==> src/rtl/pcileech_com_tx_arbiter_pkg.sv <==
// rtl/pcileech_com_tx_arbiter_pkg.sv - shared types and constants for the COM TX arbiter
//
// Purpose: FSM encodings, upstream source ids and the skid-buffer word width
//          used by pcileech_com_tx_arbiter and pcileech_skid_buf.
// Ports:   none (package).

package pcileech_com_tx_arbiter_pkg;

  typedef enum logic [1:0] {IDLE = 2'd0, GRANT = 2'd1, ABORT = 2'd2} tx_arb_state_t;

  // Legacy-style state constants; the FSM register is plain logic [1:0].
  localparam logic [1:0] ST_IDLE  = 2'd0;
  localparam logic [1:0] ST_GRANT = 2'd1;
  localparam logic [1:0] ST_ABORT = 2'd2;

  // Upstream source ids carried on m_tsrc.
  localparam logic [1:0] SRC_TLP = 2'd0;
  localparam logic [1:0] SRC_CFG = 2'd1;
  localparam logic [1:0] SRC_CMD = 2'd2;

  // Skid word layout: {data[31:0], src[1:0], last}.
  localparam int SKID_WIDTH = 35;

  // Round-robin successor of source g among num sources.
  function automatic logic [1:0] next_src(input logic [1:0] g, input int num);
    if (int'(g) >= num - 1) return 2'd0;
    return g + 2'd1;
  endfunction

endpackage

==> src/rtl/pcileech_skid_buf.sv <==
// rtl/pcileech_skid_buf.sv - two-entry skid buffer with registered outputs and ready
//
// Purpose: decouples the arbiter from COM TX back-pressure. Sustains one word per
//          cycle while keeping out_* and in_ready as flop outputs.
// Ports:
//   clk, rst_n            clock, asynchronous active-low reset
//   in_data/valid/ready   upstream word, in_ready is registered
//   out_data/valid/ready  downstream word, out_* held stable while stalled
//   busy                  any entry occupied

module pcileech_skid_buf
  import pcileech_com_tx_arbiter_pkg::*;
#(
  parameter int WIDTH = SKID_WIDTH
) (
  input  logic             clk,
  input  logic             rst_n,
  input  logic [WIDTH-1:0] in_data,
  input  logic             in_valid,
  output logic             in_ready,
  output logic [WIDTH-1:0] out_data,
  output logic             out_valid,
  input  logic             out_ready,
  output logic             busy
);

  logic [WIDTH-1:0] spare_data, spare_data_n, out_data_n;
  logic             spare_valid, spare_valid_n, out_valid_n;
  logic             push, pop;

  assign push = in_valid & in_ready;
  assign pop  = out_valid & out_ready;
  assign busy = out_valid | spare_valid;

  // The head entry drives the outputs; the spare entry absorbs the one word that
  // can arrive in the cycle the downstream stalls, since in_ready lags by a cycle.
  always_comb begin
    out_data_n    = out_data;
    out_valid_n   = out_valid;
    spare_data_n  = spare_data;
    spare_valid_n = spare_valid;
    if (spare_valid) begin
      if (pop) begin
        out_data_n    = spare_data;
        spare_valid_n = 1'b0;
      end
    end else if (push) begin
      if (!out_valid || pop) begin
        out_data_n  = in_data;
        out_valid_n = 1'b1;
      end else begin
        spare_data_n  = in_data;
        spare_valid_n = 1'b1;
      end
    end else if (pop) begin
      out_valid_n = 1'b0;
    end
  end

  always_ff @(posedge clk or negedge rst_n) begin
    if (!rst_n) begin
      out_data    <= '0;
      out_valid   <= 1'b0;
      spare_data  <= '0;
      spare_valid <= 1'b0;
      in_ready    <= 1'b0;
    end else begin
      out_data    <= out_data_n;
      out_valid   <= out_valid_n;
      spare_data  <= spare_data_n;
      spare_valid <= spare_valid_n;
      in_ready    <= !spare_valid_n;
    end
  end

endmodule

==> src/rtl/pcileech_com_tx_arbiter.sv <==
// rtl/pcileech_com_tx_arbiter.sv - packet-atomic round-robin arbiter for the FT601 TX path
//
// Purpose: shares the single 32-bit COM TX stream between TLP, CFG and command
//          sources. Holds the grant until tlast, aborts source stalls by timeout
//          and tags every output word with its source id.
// Ports:
//   clk, rst_n                      clock, asynchronous active-low reset
//   en                              allow new grants (current packet always completes)
//   s_tdata/tvalid/tlast/tready     per-source streams, source i at [32*i+:32] / [i]
//   m_tdata/tsrc/tvalid/tlast/tready  merged stream to COM TX
//   busy                            FSM not idle or skid buffer occupied
//   err_abort                       one-cycle pulse per aborted packet
//   cnt_pkt                         completed packets including aborts, wrapping

module pcileech_com_tx_arbiter
  import pcileech_com_tx_arbiter_pkg::*;
#(
  parameter int          PARAM_NUM_SRC    = 3,
  parameter int          PARAM_TIMEOUT    = 1024,
  parameter logic [31:0] PARAM_ABORT_WORD = 32'hDEADBEEF
) (
  input  logic                       clk,
  input  logic                       rst_n,
  input  logic                       en,
  input  logic [32*PARAM_NUM_SRC-1:0] s_tdata,
  input  logic [PARAM_NUM_SRC-1:0]   s_tvalid,
  input  logic [PARAM_NUM_SRC-1:0]   s_tlast,
  output logic [PARAM_NUM_SRC-1:0]   s_tready,
  output logic [31:0]                m_tdata,
  output logic [1:0]                 m_tsrc,
  output logic                       m_tvalid,
  output logic                       m_tlast,
  input  logic                       m_tready,
  output logic                       busy,
  output logic                       err_abort,
  output logic [15:0]                cnt_pkt
);

  localparam int TMO_W = $clog2(PARAM_TIMEOUT);

  logic [1:0]            state, grant, rr_ptr, pick;
  logic                  pick_found;
  logic [2:0]            idx;
  logic [TMO_W-1:0]      tmo_cnt;
  logic [31:0]           g_data;
  logic                  g_valid, g_last, g_accept;
  logic                  skid_in_valid, skid_in_ready, skid_busy;
  logic [SKID_WIDTH-1:0] skid_in_data, skid_out_data;

  // First requester at or after rr_ptr. Scanning from the far end down lets the
  // nearest match overwrite the others.
  always_comb begin
    pick       = 2'd0;
    pick_found = 1'b0;
    idx        = 3'd0;
    for (int k = PARAM_NUM_SRC - 1; k >= 0; k--) begin
      idx = {1'b0, rr_ptr} + 3'(k);
      if (idx >= 3'(PARAM_NUM_SRC)) idx = idx - 3'(PARAM_NUM_SRC);
      if (s_tvalid[idx[1:0]]) begin
        pick       = idx[1:0];
        pick_found = 1'b1;
      end
    end
  end

  // Granted source's stream.
  always_comb begin
    g_data  = '0;
    g_valid = 1'b0;
    g_last  = 1'b0;
    for (int i = 0; i < PARAM_NUM_SRC; i++) begin
      if (grant == 2'(i)) begin
        g_data  = s_tdata[32*i +: 32];
        g_valid = s_tvalid[i];
        g_last  = s_tlast[i];
      end
    end
  end

  always_comb begin
    s_tready = '0;
    if (state == ST_GRANT) begin
      for (int i = 0; i < PARAM_NUM_SRC; i++) begin
        if (grant == 2'(i)) s_tready[i] = skid_in_ready;
      end
    end
  end

  assign g_accept      = (state == ST_GRANT) && g_valid && skid_in_ready;
  assign skid_in_valid = (state == ST_GRANT) ? g_valid : (state == ST_ABORT);
  assign skid_in_data  = (state == ST_ABORT) ? {PARAM_ABORT_WORD, grant, 1'b1}
                                             : {g_data, grant, g_last};

  always_ff @(posedge clk or negedge rst_n) begin
    if (!rst_n) begin
      state     <= ST_IDLE;
      grant     <= 2'd0;
      rr_ptr    <= 2'd0;
      tmo_cnt   <= '0;
      cnt_pkt   <= 16'd0;
      err_abort <= 1'b0;
    end else begin
      err_abort <= 1'b0;
      case (state)
        ST_IDLE: begin
          if (en && pick_found) begin
            grant   <= pick;
            tmo_cnt <= '0;
            state   <= ST_GRANT;
          end
        end
        ST_GRANT: begin
          // A word held back only by COM TX back-pressure still counts as activity,
          // so downstream stalls never age the timeout; a last word always wins.
          if (g_valid) begin
            tmo_cnt <= '0;
            if (g_accept && g_last) begin
              rr_ptr  <= next_src(grant, PARAM_NUM_SRC);
              cnt_pkt <= cnt_pkt + 16'd1;
              state   <= ST_IDLE;
            end
          end else if (tmo_cnt == TMO_W'(PARAM_TIMEOUT - 1)) begin
            tmo_cnt <= '0;
            state   <= ST_ABORT;
          end else begin
            tmo_cnt <= tmo_cnt + 1'b1;
          end
        end
        ST_ABORT: begin
          if (skid_in_ready) begin
            err_abort <= 1'b1;
            rr_ptr    <= next_src(grant, PARAM_NUM_SRC);
            cnt_pkt   <= cnt_pkt + 16'd1;
            state     <= ST_IDLE;
          end
        end
        default: state <= ST_IDLE;
      endcase
    end
  end

  pcileech_skid_buf #(
    .WIDTH(SKID_WIDTH)
  ) u_skid (
    .clk      (clk),
    .rst_n    (rst_n),
    .in_data  (skid_in_data),
    .in_valid (skid_in_valid),
    .in_ready (skid_in_ready),
    .out_data (skid_out_data),
    .out_valid(m_tvalid),
    .out_ready(m_tready),
    .busy     (skid_busy)
  );

  assign m_tdata = skid_out_data[34:3];
  assign m_tsrc  = skid_out_data[2:1];
  assign m_tlast = skid_out_data[0];
  assign busy    = (state != ST_IDLE) || skid_busy;

endmodule

==> config.mk <==
export PLATFORM = sky130hd
export DESIGN_NAME = pcileech_com_tx_arbiter
export DESIGN_NICKNAME = d
export VERILOG_FILES = /design/src/rtl/pcileech_com_tx_arbiter_pkg.sv /design/src/rtl/pcileech_skid_buf.sv /design/src/rtl/pcileech_com_tx_arbiter.sv
export SDC_FILE = /design/constraint.sdc
export NUM_CORES = 1
export LEC_CHECK = 0
export BUFFER_PORTS_ARGS = -buffer_cell sky130_fd_sc_hd__clkbuf_2
export CORE_MARGIN = 2
export CORE_UTILIZATION = 53
export CTS_CLUSTER_DIAMETER = 150
export DETAILED_ROUTE_END_ITERATION = 16
export PLACE_DENSITY = 0.81
export RECOVER_POWER = 25
export SETUP_SLACK_MARGIN = 0.3
export SLEW_MARGIN = 10
export SYNTH_ARGS = -nofsm -noshare
export SYNTH_HDL_FRONTEND = slang
export SYNTH_SLANG_ARGS = --single-unit
==> constraint.sdc <==
create_clock -name clk -period 3.8 [get_ports clk]
set_input_delay 0.38 -clock clk [delete_from_list [all_inputs] [get_ports clk]]
set_output_delay 0.38 -clock clk [all_outputs]
set_load 0.02 [all_outputs]
# Word-level counts from Yosys, hierarchy flattened
# Index checks and enable logic that the tools add are counted.
# Widths: inputs -> output; s select.
classes:
  bitwise_logic: 5
  order_cmp: 7
  add_sub_neg: 8
  mux: 70
  reduce_logical: 23
  n_eq_ne: 13
op_table:
  columns: ["op", "n"]
  rows:
  - ["$mux 35", 5]
  - ["$mux 32", 3]
  - ["$mux 16", 3]
  - ["$mux 2", 17]
  - ["$pmux 16 s2", 1]
  - ["$mux 1", 31]
  - ["$mux 10", 3]
  - ["$pmux 10 s2", 1]
  - ["$add 16x1->16 const B", 1]
  - ["$reduce_bool 2->1", 6]
  - ["$add 10x1->10 const B", 1]
  - ["$eq 10x10->1 const B", 1]
  - ["$lt 2x3->1 const B", 3]
  - ["$reduce_and 3->1", 3]
  - ["$ne 2x2->1 const B", 4]
  - ["$reduce_and 4->1", 2]
  - ["$bmux 1 s2", 3]
  - ["$ge 3x2->1 const B", 2]
  - ["$ne 3x2->1 const B", 2]
  - ["$pmux 2 s3", 1]
  - ["$sub 2x2->2 const B", 3]
  - ["$eq 2x1->1 const B", 2]
  - ["$eq 2x2->1 const B", 2]
  - ["$ge 2x2->1 const B", 2]
  - ["14 further kinds", 24]
word_totals:
  wordCells: 137
  output_inout_bits: 57
  ff_bits: 106

# Logic depth before layout (Yosys ltp)
# Gate-level depths: netlist of the first run.
logic_depth:
  word_depth: 14
  depth_mapped: 9
  mapped_depth_nobuf: 7

# Modules after synthesis
# From an unflattened synthesis of the first run, not the netlist that was laid out.
unflattened:
  cells_unflattened: 514
  area_unflattened_um2: 6158.4
by_module_without_submodules:
  columns: ["mod", "instances", "cells_per_inst", "area_per_inst_um2"]
  rows:
  - ["pcileech_skid_buf", 1, 200, 3488.3]
  - ["pcileech_com_tx_arbiter", 1, 314, 2670.1]

# Worst setup path after synthesis of the first run
# OpenSTA, ideal clock, no wires.
synth_path:
  kind: "flip-flop to flip-flop"
  startpoint: "register rr_ptr[0]"
  endpoint: "register tmo_cnt[3]"
  synth_period_minus_slack_ns: 2.147
  path_stages_with_launch: 10
  required_time_ns: 3.674
  t_arrival_ns: 2.021
  slack_ns: 1.653
  path_cell_list: "dfrtp_1 -> inv_1 -> ha_1 -> buf_2 -> nor2_1 -> o32ai_1 -> o311ai_1 -> and2_0 -> clkbuf_1 -> a221o_1"
synth_between:
  elab_chain_len: 11
synth_lines:
  columns: ["element", "line_no", "source"]
  rows:
  - ["start, declared", "pcileech_com_tx_arbiter.sv:41", "logic [1:0] state, grant, rr_ptr, pick;"]
  - ["start signal, assigned", "pcileech_com_tx_arbiter.sv:118", "rr_ptr <= next_src(grant, PARAM_NUM_SRC);"]
  - ["start signal, assigned", "pcileech_com_tx_arbiter.sv:132", "rr_ptr <= next_src(grant, PARAM_NUM_SRC);"]
  - ["$add 2x2->3", "pcileech_com_tx_arbiter.sv:57", "idx = {1'b0, rr_ptr} + 3'(k);"]
  - ["$ge 3x2->1 or $sub 2x2->2 (tied branches)", "pcileech_com_tx_arbiter.sv:58", "if (idx >= 3'(PARAM_NUM_SRC)) idx = idx - 3'(PARAM_NUM_SRC);"]
  - ["$mux 2", "pcileech_com_tx_arbiter.sv:58", null]
  - ["$bmux 1 s2", "pcileech_com_tx_arbiter.sv:59", "if (s_tvalid[idx[1:0]]) begin"]
  - ["$mux 1 (implied by the code)", "pcileech_com_tx_arbiter.sv:59", null]
  - ["$mux 1 (2 in series)", "pcileech_com_tx_arbiter.sv:59", null]
  - ["$mux 1 (*)", "pcileech_com_tx_arbiter.sv:59", null]
  - ["$logic_and 1x1->1 (*)", "pcileech_com_tx_arbiter.sv:106", "if (en && pick_found) begin"]
  - ["$ne 2x2->1 (no source line) (*)", null, null]
  - ["$reduce_and 2->1 (no source line) (*)", null, null]
  - ["end signal, assigned", "pcileech_com_tx_arbiter.sv:126", "tmo_cnt <= tmo_cnt + 1'b1;"]
  - ["end, declared", "pcileech_com_tx_arbiter.sv:44", "logic [TMO_W-1:0] tmo_cnt;"]
# Mark *: on every way between the ends. The rest lies on a longest branch, timed or not. The select of a mux whose other input is x is not followed.
# A chain may end at the register's enable or synchronous reset.

# Worst setup path in the final report of the first run
layout_path:
  startpoint: "register grant[1]"
  endpoint: "register u_skid.spare_data[10]"
layout_between:
  elab_chain_len: 7
layout_lines:
  columns: ["element", "line_no", "source"]
  rows:
  - ["start, declared", "pcileech_com_tx_arbiter.sv:41", null]
  - ["start signal, assigned", "pcileech_com_tx_arbiter.sv:107", "grant <= pick;"]
  - ["$logic_not 2->1", "pcileech_com_tx_arbiter.sv:72", "if (grant == 2'(i)) begin"]
  - ["$mux 1 (3 in series)", "pcileech_com_tx_arbiter.sv:72", null]
  - ["$mux 1", "pcileech_com_tx_arbiter.sv:90", "assign skid_in_valid = (state == ST_GRANT) ? g_valid : (state == ST_ABORT);"]
  - ["$and 1x1->1", "pcileech_skid_buf.sv:31", "assign push = in_valid & in_ready;"]
  - ["$reduce_and 3->1 (no source line)", null, null]
  - ["end signal, assigned", "pcileech_skid_buf.sv:70", "spare_data <= spare_data_n;"]
  - ["end, declared", "pcileech_skid_buf.sv:27", "logic [WIDTH-1:0] spare_data, spare_data_n, out_data_n;"]
# Parallel ways exist; a longest one is shown, timed or not.

==> impl_metrics.py, run 1 <==
metrics = {
    "worst_setup_path": {
        "max_stage_delay_ns": 0.60,
        "cp_data_required_time_ns": 4.05,
        "critical_path_class": "flip-flop to flip-flop",
        "timing.critical_path.fanout_max": 45,
        "register_to_register_path_setup_slack_ns": 1.16,
        "critical_path.cell_chain": "buf_4 > nand3b_1 > o221ai_4 > nand4b_4 > mux2_1",
        "cp.arrival_ns": 2.88,
        "worst_setup_path_endpoint": "u_skid.spare_data[10]",
        "worstSetupEndpointType": "flip-flop",
        "path_depth_of_the_worst_reg2reg_path": 5,
        "setup.worst_path.start_class": "flip-flop",
        "critical_path.startpoint": "grant[1]",
        "cpMaxStageDelayCell": "nand4b_4",
        "reg2reg_from": "grant[1]",
        "reg2reg_to": "u_skid.spare_data[10]",
    },
    "logic_synthesis": {
        "yosys.area_share.adder": 0.0111,
        "synth-edff-count": 0,
        "synth_sequential_area_ratio": 0.469,
        "post_synth_instance_area_um2": 5650,
        "combinational_family_with_the_most_area_after_synthesis": "multiplexers",
        "syn_avg_cell_area_um2": 10.0,
        "synthSimpleGateAreaFrac": 0.128,
        "synth_flop_cell": "dfrtp_1",
        "synth_top_area_share": 0.469,
        "synth.area.mux_share": 0.167,
        "yosys_warnings": 0,
        "syn_nets": 676,
        "post_synth_inst_count": 565,
        "postSynth.asyncResetShare": 1.00,
        "synth_top_cell_by_area": "dfrtp_1",
        "netlist_cell_types": 53,
        "synth_compound_area_frac": 0.161,
        "postSynthRegisterBits": 106,
        "yosys.area_share.xor_xnor": 0.0232,
        "netlist_top_cells_area": "dfrtp_1 47%, mux2i_1 11%, a21oi_1 4.8%",
    },
    "cts": {
        "cts.reportedPaths.clkPinSlew_ns": 0.10,
        "cts_tree": "yes",
        "max-clock-path-buffers": 2,
        "clock_sinks": 106,
        "number_of_buffers_added_by_the_clock_tree_synthesis_step": 9,
        "cts-root-buf": "clkbuf_8",
        "post_cts_resized": 0,
        "htreeDepth": 3,
        "clock_latency_ns": 0.38,
    },
    "floorplan": {
        "effective_utilization_at_floorplan": 0.548,
        "std_cell_rows": 37,
        "die_x_um": 107,
        "design.die.area_um2": 11500,
        "fp.coreArea_um2": 10300,
        "die-height_um": 107,
        "io-pin-count": 163,
    },
    "global_route": {
        "grt_pass1_vias": 4711,
        "number_of_antenna_violations_at_the_first_check_in_global_routing": 0,
        "gr-total-overflow": 0,
        "grt_use_total": 0.239,
        "wire_length_of_the_first_global_routing_pass_mm": 21.8,
        "grt_max_degree": 46,
    },
    "drt": {
        "drtIter0Drc": 325,
        "drt-total-wl_mm": 13.6,
        "ant_nets": 0,
        "detail_route.vias_per_cell": 5.67,
        "routed-via-count": 4801,
        "firstDrtPassIters": 6,
        "wl_per_cell_um": 16.1,
        "route.detailed.drc": 0,
    },
    "sta": {
        "final.period_utilization": 0.694,
        "final-setup-viol-count": 0,
        "tightest_slew_ns": 1.71,
        "fin_setup_tns_ns": 0,
        "peak_freq_mhz": 379,
        "grt_setup_unrepaired": "no",
        "hold_viol": 0,
        "report.final.slew_viol_count": 34,
        "timing.max_slew.rel_slack": -0.141,
        "finalClockSkew_ns": 0.0172,
        "fin_crit_ns": 2.64,
    },
    "status": {
        "violations": "max-capacitance violations, max-slew violations",
        "outcome": "finished with violations",
    },
    "final_layout": {
        "antennaDiodeCount": 0,
        "final_cell_mix": "125 x clkbuf_2, 104 x dfrtp_1, 63 x mux2i_1, 54 x a21oi_1, 46 x nand2_1",
        "nNetsFinal": 817,
        "synthToLayoutAreaGrowth_pct": 17.9,
        "mostFrequentLayoutCell": "clkbuf_2",
        "layout-drive-gt1-share": 0.232,
        "post_layout_instance_area_um2": 6670,
    },
    "power": {
        "power_density_nw_per_um2": 741,
        "power.ir.vdd_worst_v": 0.000435,
        "leakage_nw": 3.09,
    },
    "placement": {
        "dp_hpwl_mm": 9.94,
        "placedInstanceArea_um2": 6520,
        "globalplace.congestion": 0.831,
        "port_buffers": 162,
    },
    "run": {
        "max-cap-violations": 1,
    },
    "hold_path": {
        "timing.hold.worst.class": "input port to flip-flop",
    },
}
## worst min path at each step
stage / from / to / slack [ns] / cells after the start
after floorplan: rst_n / cnt_pkt[0] / 0.08 / 0
after global placement: rst_n / u_skid.out_data[11] / 0.33 / 1
after detailed placement: rst_n / u_skid.out_data[17] / 0.34 / 1
after CTS: m_tready / u_skid.in_ready / 0.29 / 2
after global routing: m_tready / u_skid.in_ready / 0.29 / 2
final: m_tready / u_skid.in_ready / 0.31 / 2
## sequential cells by signal, summed over array words and instances (netlist names)
| signal | count |
|---|---|
| rr_ptr | 2 |
| u_skid.in_ready | 1 |
| u_skid.out_data | 35 |
| u_skid.out_valid | 1 |
| state | 2 |
| err_abort | 1 |
| u_skid.spare_data | 35 |
| tmo_cnt | 10 |
| grant | 2 |
| cnt_pkt | 16 |
| u_skid.spare_valid | 1 |
## kinds of logic after synthesis
kind of cell / count (synthesis)
compound gates: 148
simple gates: 148
flops: 106
mux: 91
buf+inv: 52
xor+xnor: 15
fa+ha+maj: 5
## layout make-up
class	count	area [um^2]
flip-flops and latches	106	2660
repair buffers	171	835
inverters	11	41.3
well taps	136	170
clock buffers	9	124
fillers	869	3660
multi-input cells	407	2780
clock inverters	7	61.3
## through the flow
stage / utilization / total power, mW / hold WS (ns) / std cells / setup slack, ns
after floorplan: - / 3.63 / 0.0844 / 565 / 1.65
after CTS: 0.650 / 5.00 / 0.285 / 847 / 1.16
final: 0.646 / 4.94 / 0.306 / 847 / 1.16
after detailed placement: 0.631 / 4.34 / 0.340 / 830 / 1.17
after global routing: 0.646 / 5.29 / 0.292 / 847 / 0.933
after global placement: 0.631 / 4.21 / 0.333 / 830 / 1.29
## power by group
group	switching, mW	internal (mW)	total (mW)
Combinational	1.46	0.903	2.36
Clock	0.414	0.250	0.664
Sequential	0.346	1.57	1.91
## Yosys cell counts (all sizes together), types with 3 or more instances
library cell,count
o2bb2ai,7
xor2,7
nand2b,4
o31ai,3
a21oi,54
and2,5
xnor2,8
mux2i,63
nand2,46
nor3,11
and3,5
nor2b,6
o21a,8
o21ai,41
o211ai,13
nand3b,3
a21boi,3
nor4,3
o22ai,3
buf,21
nand3,16
inv,11
a21o,3
ha,5
dfrtp,106
nor2,36
mux2,28
nand4,6
clkbuf,20
## critical path: cells and delay by family (launching register included)
family / cells / cell delay (ns)
buffers and inverters: 1 / 0.39
AO/OA/AOI/OAI: 1 / 0.36
AND/OR/NAND/NOR: 2 / 0.83
flip-flops: 1 / 0.37
multiplexers: 1 / 0.55
## per-layer routing
metal / vias to the layer above / part of all wire / GRT usage
met2: 175 / 0.50 / 0.413
li1: 2299 / - / -
met5: - / 0 / 0
met3: 29 / 0.068 / 0.0563
met1: 2298 / 0.41 / 0.298
met4: 0 / 0.018 / 0.0705
## what timing repair did
item	CTS	global route
setup buffers	0	0
hold buffers	1	0
endpoints found under the hold margin	31	0
(Power assumes the default switching activity.)
==> run 2, diff against run 1 <==
--- a/config.mk
+++ b/config.mk
@@ -7,10 +7,10 @@
 export LEC_CHECK = 0
 export BUFFER_PORTS_ARGS = -buffer_cell sky130_fd_sc_hd__clkbuf_2
 export CORE_MARGIN = 2
-export CORE_UTILIZATION = 53
+export CORE_UTILIZATION = 52
 export CTS_CLUSTER_DIAMETER = 150
 export DETAILED_ROUTE_END_ITERATION = 16
-export PLACE_DENSITY = 0.81
+export PLACE_DENSITY = 0.8
 export RECOVER_POWER = 25
 export SETUP_SLACK_MARGIN = 0.3
 export SLEW_MARGIN = 10
==> constraint.sdc (replaced) <==
create_clock -name clk -period 2.5 [get_ports clk]
set_input_delay 0.25 -clock clk [delete_from_list [all_inputs] [get_ports clk]]
set_output_delay 0.25 -clock clk [all_outputs]
set_load 0.02 [all_outputs]
==> impl_metrics.py, run 2 (synthesis gave the netlist of run 1 again) <==
metrics = {
    "cts": {
        "cts-root-buf": "clkbuf_8",
        "clock_sinks": 106,
        "cts_tree": "yes",
        "clock_latency_ns": 0.37,
        "number_of_buffers_added_by_the_clock_tree_synthesis_step": 9,
        "htreeDepth": 3,
        "cts.reportedPaths.clkPinSlew_ns": 0.11,
        "max-clock-path-buffers": 2,
    },
    "sta": {
        "timing.max_slew.rel_slack": 0.280,
        "fin_crit_ns": 2.19,
        "peak_freq_mhz": 457,
        "hold_viol": 0,
        "final.period_utilization": 0.875,
        "fin_setup_tns_ns": 0,
        "tightest_slew_ns": 1.08,
        "finalClockSkew_ns": 0.0142,
        "grt_setup_unrepaired": "yes",
        "final-setup-viol-count": 0,
        "report.final.slew_viol_count": 0,
    },
    "global_route": {
        "number_of_antenna_violations_at_the_first_check_in_global_routing": 0,
        "wire_length_of_the_first_global_routing_pass_mm": 22.8,
        "grt_max_degree": 71,
        "gr-total-overflow": 0,
        "grt_pass1_vias": 4786,
        "grt_use_total": 0.244,
    },
    "drt": {
        "drt-total-wl_mm": 14.1,
        "detail_route.vias_per_cell": 5.62,
        "route.detailed.drc": 0,
        "drtIter0Drc": 324,
        "wl_per_cell_um": 16.4,
        "ant_nets": 0,
        "routed-via-count": 4843,
        "firstDrtPassIters": 4,
    },
    "floorplan": {
        "design.die.area_um2": 11700,
        "effective_utilization_at_floorplan": 0.526,
        "die-height_um": 108,
        "fp.coreArea_um2": 10700,
        "die_x_um": 108,
        "io-pin-count": 163,
        "std_cell_rows": 38,
    },
    "power": {
        "switching_part_of_the_total": 0.437,
        "power_density_nw_per_um2": 1140,
        "power.share.sequential": 0.370,
        "leakage_nw": 3.21,
        "switchingPower_mw": 3.44,
        "pwr-share-comb": 0.496,
        "power.internal_mw": 4.43,
        "share_clk_of_total_power": 0.134,
        "power.ir.vdd_worst_v": 0.000604,
    },
    "run": {
        "max-cap-violations": 0,
    },
    "hold_path": {
        "timing.hold.worst.class": "input port to flip-flop",
        "worstHoldPathCells": 2,
    },
    "final_layout": {
        "synthToLayoutAreaGrowth_pct": 22.2,
        "mostFrequentLayoutCell": "clkbuf_2",
        "final_core_util": 0.643,
        "reg_top3": "u_skid.out_data x35, u_skid.spare_data x35, cnt_pkt x16",
        "antennaDiodeCount": 0,
        "nNetsFinal": 827,
        "fill_cells": 940,
        "layout-drive-gt1-share": 0.282,
        "post_layout_instance_area_um2": 6910,
        "final_cell_mix": "143 x clkbuf_2, 104 x dfrtp_1, 61 x mux2i_1, 53 x a21oi_1, 46 x nand2_1",
    },
    "status": {
        "outcome": "completed",
    },
    "worst_setup_path": {
        "timing.critical_path.fanout_max": 10,
        "path_depth_of_the_worst_reg2reg_path": 7,
        "critical_path_class": "flip-flop to flip-flop",
        "cp.arrival_ns": 2.45,
        "setup.worst_path.start_class": "flip-flop",
        "cp_data_required_time_ns": 2.76,
        "worstSetupEndpointType": "flip-flop",
    },
    "placement": {
        "placedInstanceArea_um2": 6600,
        "dp_hpwl_mm": 9.84,
        "port_buffers": 162,
        "globalplace.congestion": 0.859,
    },
}
run 2: path summary, 6_finish.rpt:
check | startpoint | to | slack, ns
worst max-delay path | rr_ptr[1] | tmo_cnt[3] | 0.31
worst min-delay path | m_tready | u_skid.in_ready | 0.20
worst max register to register | rr_ptr[1] | tmo_cnt[3] | 0.31
worst min register to register | cnt_pkt[15] | cnt_pkt[15] | 0.49
max in group asynchronous | rst_n | u_skid.out_data[32] | 0.56
min in group asynchronous | rst_n | tmo_cnt[2] | 0.59
run 2: power by group through the flow:
stage | Sequential (mW) | Clock (mW) | Combinational (mW)
finish | 2.91 | 1.06 | 3.90
global route | 2.99 | 1.15 | 4.30
CTS | 2.90 | 1.08 | 3.77
detailed placement | 2.91 | 0 | 3.73
global placement | 2.87 | 0 | 3.59
floorplan | 3.15 | 0 | 2.37
run 2: per-layer routing:
| layer | vias to the layer above | routed length [um] | track usage |
|---|---|---|---|
| li1 | 2322 | - | - |
| met1 | 2345 | 6070 | 0.313 |
| met2 | 153 | 6960 | 0.420 |
| met3 | 23 | 840 | 0.0494 |
| met4 | 0 | 245 | 0.0705 |
| met5 | - | 0 | 0 |
run 2: critical path: stages (launching register included):
cell and delay [ns]:
dfrtp_1 0.44, inv_1 0.07, ha_2 0.25, and2_1 0.20, o32ai_4 0.35, o311ai_4 0.17
and2_2 0.27, a221o_1 0.36
run 2: final cells by class:
| cell class | instances | area, um^2 | area share |
|---|---|---|---|
| Multi-Input combinational cell | 407 | 2870 | 0.415 |
| Sequential cell | 106 | 2660 | 0.384 |
| Timing Repair Buffer | 181 | 978 | 0.142 |
| Tap cell | 140 | 175 | 0.0253 |
| Clock buffer | 9 | 124 | 0.0179 |
| Clock inverter | 7 | 68.8 | 0.00996 |
| Inverter | 11 | 41.3 | 0.00597 |
run 2: timing repair:
item,CTS,global route
resized for setup,6,15
pin swaps,0,3
cloned,0,1
setup endpoints to repair,9,46
buffers inserted,0,2
hold buffers,1,0
hold endpoints to repair,42,0
run 2: through the flow:
stage	instances	total power, mW	setup WS (ns)	hold WS (ns)
6_report	861	7.87	0.312	0.199
5_1_grt	861	8.45	0.202	0.205
4_1_cts	858	7.75	0.266	0.183
3_5_place_dp	841	6.64	0.145	0.287
3_3_place_gp	841	6.47	0.257	0.278
2_1_floorplan	565	5.52	0.353	-0.0456
==> run 3, diff against run 2 <==
--- a/config.mk
+++ b/config.mk
@@ -6,6 +6,7 @@
 export NUM_CORES = 1
 export LEC_CHECK = 0
 export BUFFER_PORTS_ARGS = -buffer_cell sky130_fd_sc_hd__clkbuf_2
+export CORE_ASPECT_RATIO = 1.1
 export CORE_MARGIN = 2
 export CORE_UTILIZATION = 52
 export CTS_CLUSTER_DIAMETER = 150
==> constraint.sdc (replaced) <==
create_clock -name clk -period 2.5 [get_ports clk]
set_input_delay 0.25 -clock clk [delete_from_list [all_inputs] [get_ports clk]]
set_output_delay 0.25 -clock clk [all_outputs]
set_load 0.01 [all_outputs]
==> impl_metrics.py, run 3 (synthesis gave the netlist of run 1 again) <==
metrics = {
    "power": {
        "totalPowerFinal_mw": 7.81,
        "power.ir.vdd_worst_v": 0.000573,
        "leakage_nw": 3.22,
        "power_density_nw_per_um2": 1120,
    },
    "cts": {
        "cts-root-buf": "clkbuf_16",
        "cts_tree": "yes",
        "cts.reportedPaths.clkPinSlew_ns": 0.07,
        "number_of_buffers_added_by_the_clock_tree_synthesis_step": 9,
        "clock_sinks": 106,
        "clock_latency_ns": 0.35,
        "max-clock-path-buffers": 2,
        "htreeDepth": 3,
    },
    "final_layout": {
        "antennaDiodeCount": 0,
        "synthToLayoutAreaGrowth_pct": 23.5,
        "mostFrequentLayoutCell": "clkbuf_2",
        "reg_top3": "u_skid.out_data x35, u_skid.spare_data x35, cnt_pkt x16",
        "layout-drive-gt1-share": 0.262,
        "final_cell_mix": "131 x clkbuf_2, 104 x dfrtp_1, 63 x mux2i_1, 54 x a21oi_1, 46 x nand2_1",
        "nNetsFinal": 830,
    },
    "global_route": {
        "grt_use_total": 0.249,
        "wire_length_of_the_first_global_routing_pass_mm": 23.1,
        "number_of_antenna_violations_at_the_first_check_in_global_routing": 0,
        "gr-total-overflow": 0,
        "grt_max_degree": 45,
        "grt_pass1_vias": 4857,
    },
    "sta": {
        "grt_setup_unrepaired": "yes",
        "hold_viol": 0,
        "fin_crit_ns": 2.18,
        "finalClockSkew_ns": 0.0107,
        "tightest_slew_ns": 0.940,
        "report.final.slew_viol_count": 0,
        "final.period_utilization": 0.870,
        "final-setup-viol-count": 0,
        "worst_setup_margin_ns": 0.324,
        "peak_freq_mhz": 460,
        "timing.max_slew.rel_slack": 0.373,
        "fin_setup_tns_ns": 0,
    },
    "status": {
        "outcome": "completed",
    },
    "worst_setup_path": {
        "worstSetupEndpointType": "flip-flop",
        "critical_path.cell_chain": "inv_1 > ha_2 > mux2i_1 > o32ai_2 > o31ai_1 > nor3_2 > buf_4 > a211o_1",
        "setup.worst_path.start_class": "flip-flop",
        "path_delay_family": "compound AO/OA/AOI/OAI gates",
        "timing.critical_path.fanout_max": 6,
        "cp_data_required_time_ns": 2.72,
        "cp_num_buf_inv": 2,
        "max_stage_delay_ns": 0.41,
        "cp.arrival_ns": 2.40,
        "cpMaxStageDelayCell": "dfrtp_1",
        "critical_path_class": "flip-flop to flip-flop",
    },
    "floorplan": {
        "effective_utilization_at_floorplan": 0.539,
        "die-height_um": 113,
        "design.die.area_um2": 11700,
        "die_x_um": 103,
        "std_cell_rows": 39,
        "io-pin-count": 163,
        "fp.coreArea_um2": 10500,
    },
    "placement": {
        "globalplace.congestion": 0.985,
        "pre_cts_slack_ns": 0.251,
        "port_buffers": 162,
        "dp_hpwl_mm": 10.2,
    },
    "drt": {
        "ant_nets": 0,
        "drt-total-wl_mm": 14.1,
        "route.detailed.drc": 0,
        "detail_route.vias_per_cell": 5.65,
        "drtIter0Drc": 246,
        "routed-via-count": 4897,
        "wl_per_cell_um": 16.3,
        "firstDrtPassIters": 5,
    },
    "hold_path": {
        "timing.hold.worst.class": "input port to flip-flop",
    },
    "run": {
        "max-cap-violations": 0,
    },
}
run 3: cell types whose count changed in the layout (fill, tap and decap cells not counted), sizes merged:
cell / delta
bufinv: -1
buf: +5
inv: +1
clkinvlp: -2
run 3: power breakdown:
part           internal [mW]  switching (mW)  leakage (nW)  total [mW]
clock network          0.693           0.643         0.136        1.34
logic                   1.56            2.05          1.79        3.61
registers               2.39           0.475          1.30        2.86
total                   4.63            3.17          3.22        7.81
run 3: layer usage:
metal | GRT usage | wire [um]
met3 | 0.0463 | 962
met4 | 0.0772 | 226
met2 | 0.415 | 7180
met5 | 0 | 0
met1 | 0.326 | 5770
run 3: final timing paths:
path,depth (start not counted),from,slack [ns],end
max,8,rr_ptr[0],0.32,state[0]
min,2,m_tready,0.23,u_skid.in_ready
max reg2reg,8,rr_ptr[0],0.32,state[0]
min reg2reg,2,u_skid.spare_data[32],0.49,u_skid.spare_data[32]
max in group asynchronous,3,rst_n,0.98,u_skid.spare_valid
min in group asynchronous,2,rst_n,0.59,u_skid.out_data[17]
run 3: metrics by stage:
step                cell area, um^2  utilization  hold slack, ns  cells
floorplan                      5650            -         -0.0456    565
global placement               6660        0.635           0.241    850
detailed placement             6660        0.635           0.254    850
CTS                            6970        0.665           0.205    867
global route                   6980        0.665           0.245    867
finish                         6980        0.665           0.226    867
run 3: repair_timing:
| item | CTS | global route |
|---|---|---|
| hold buffers | 1 | 0 |
| hold endpoints to repair | 35 | 0 |
| setup buffers | 0 | 0 |
| endpoints found under the setup margin | 3 | 46 |
| resized for setup | 4 | 11 |
run 3: layout make-up:
cell class | instances | area (um^2)
Sequential cell | 106 | 2660
Multi-Input combinational cell | 407 | 2840
Fill cell | 865 | 3510
Inverter | 11 | 41.3
Tap cell | 143 | 179
Clock buffer | 11 | 233
Timing Repair Buffer | 184 | 988
Clock inverter | 5 | 46.3
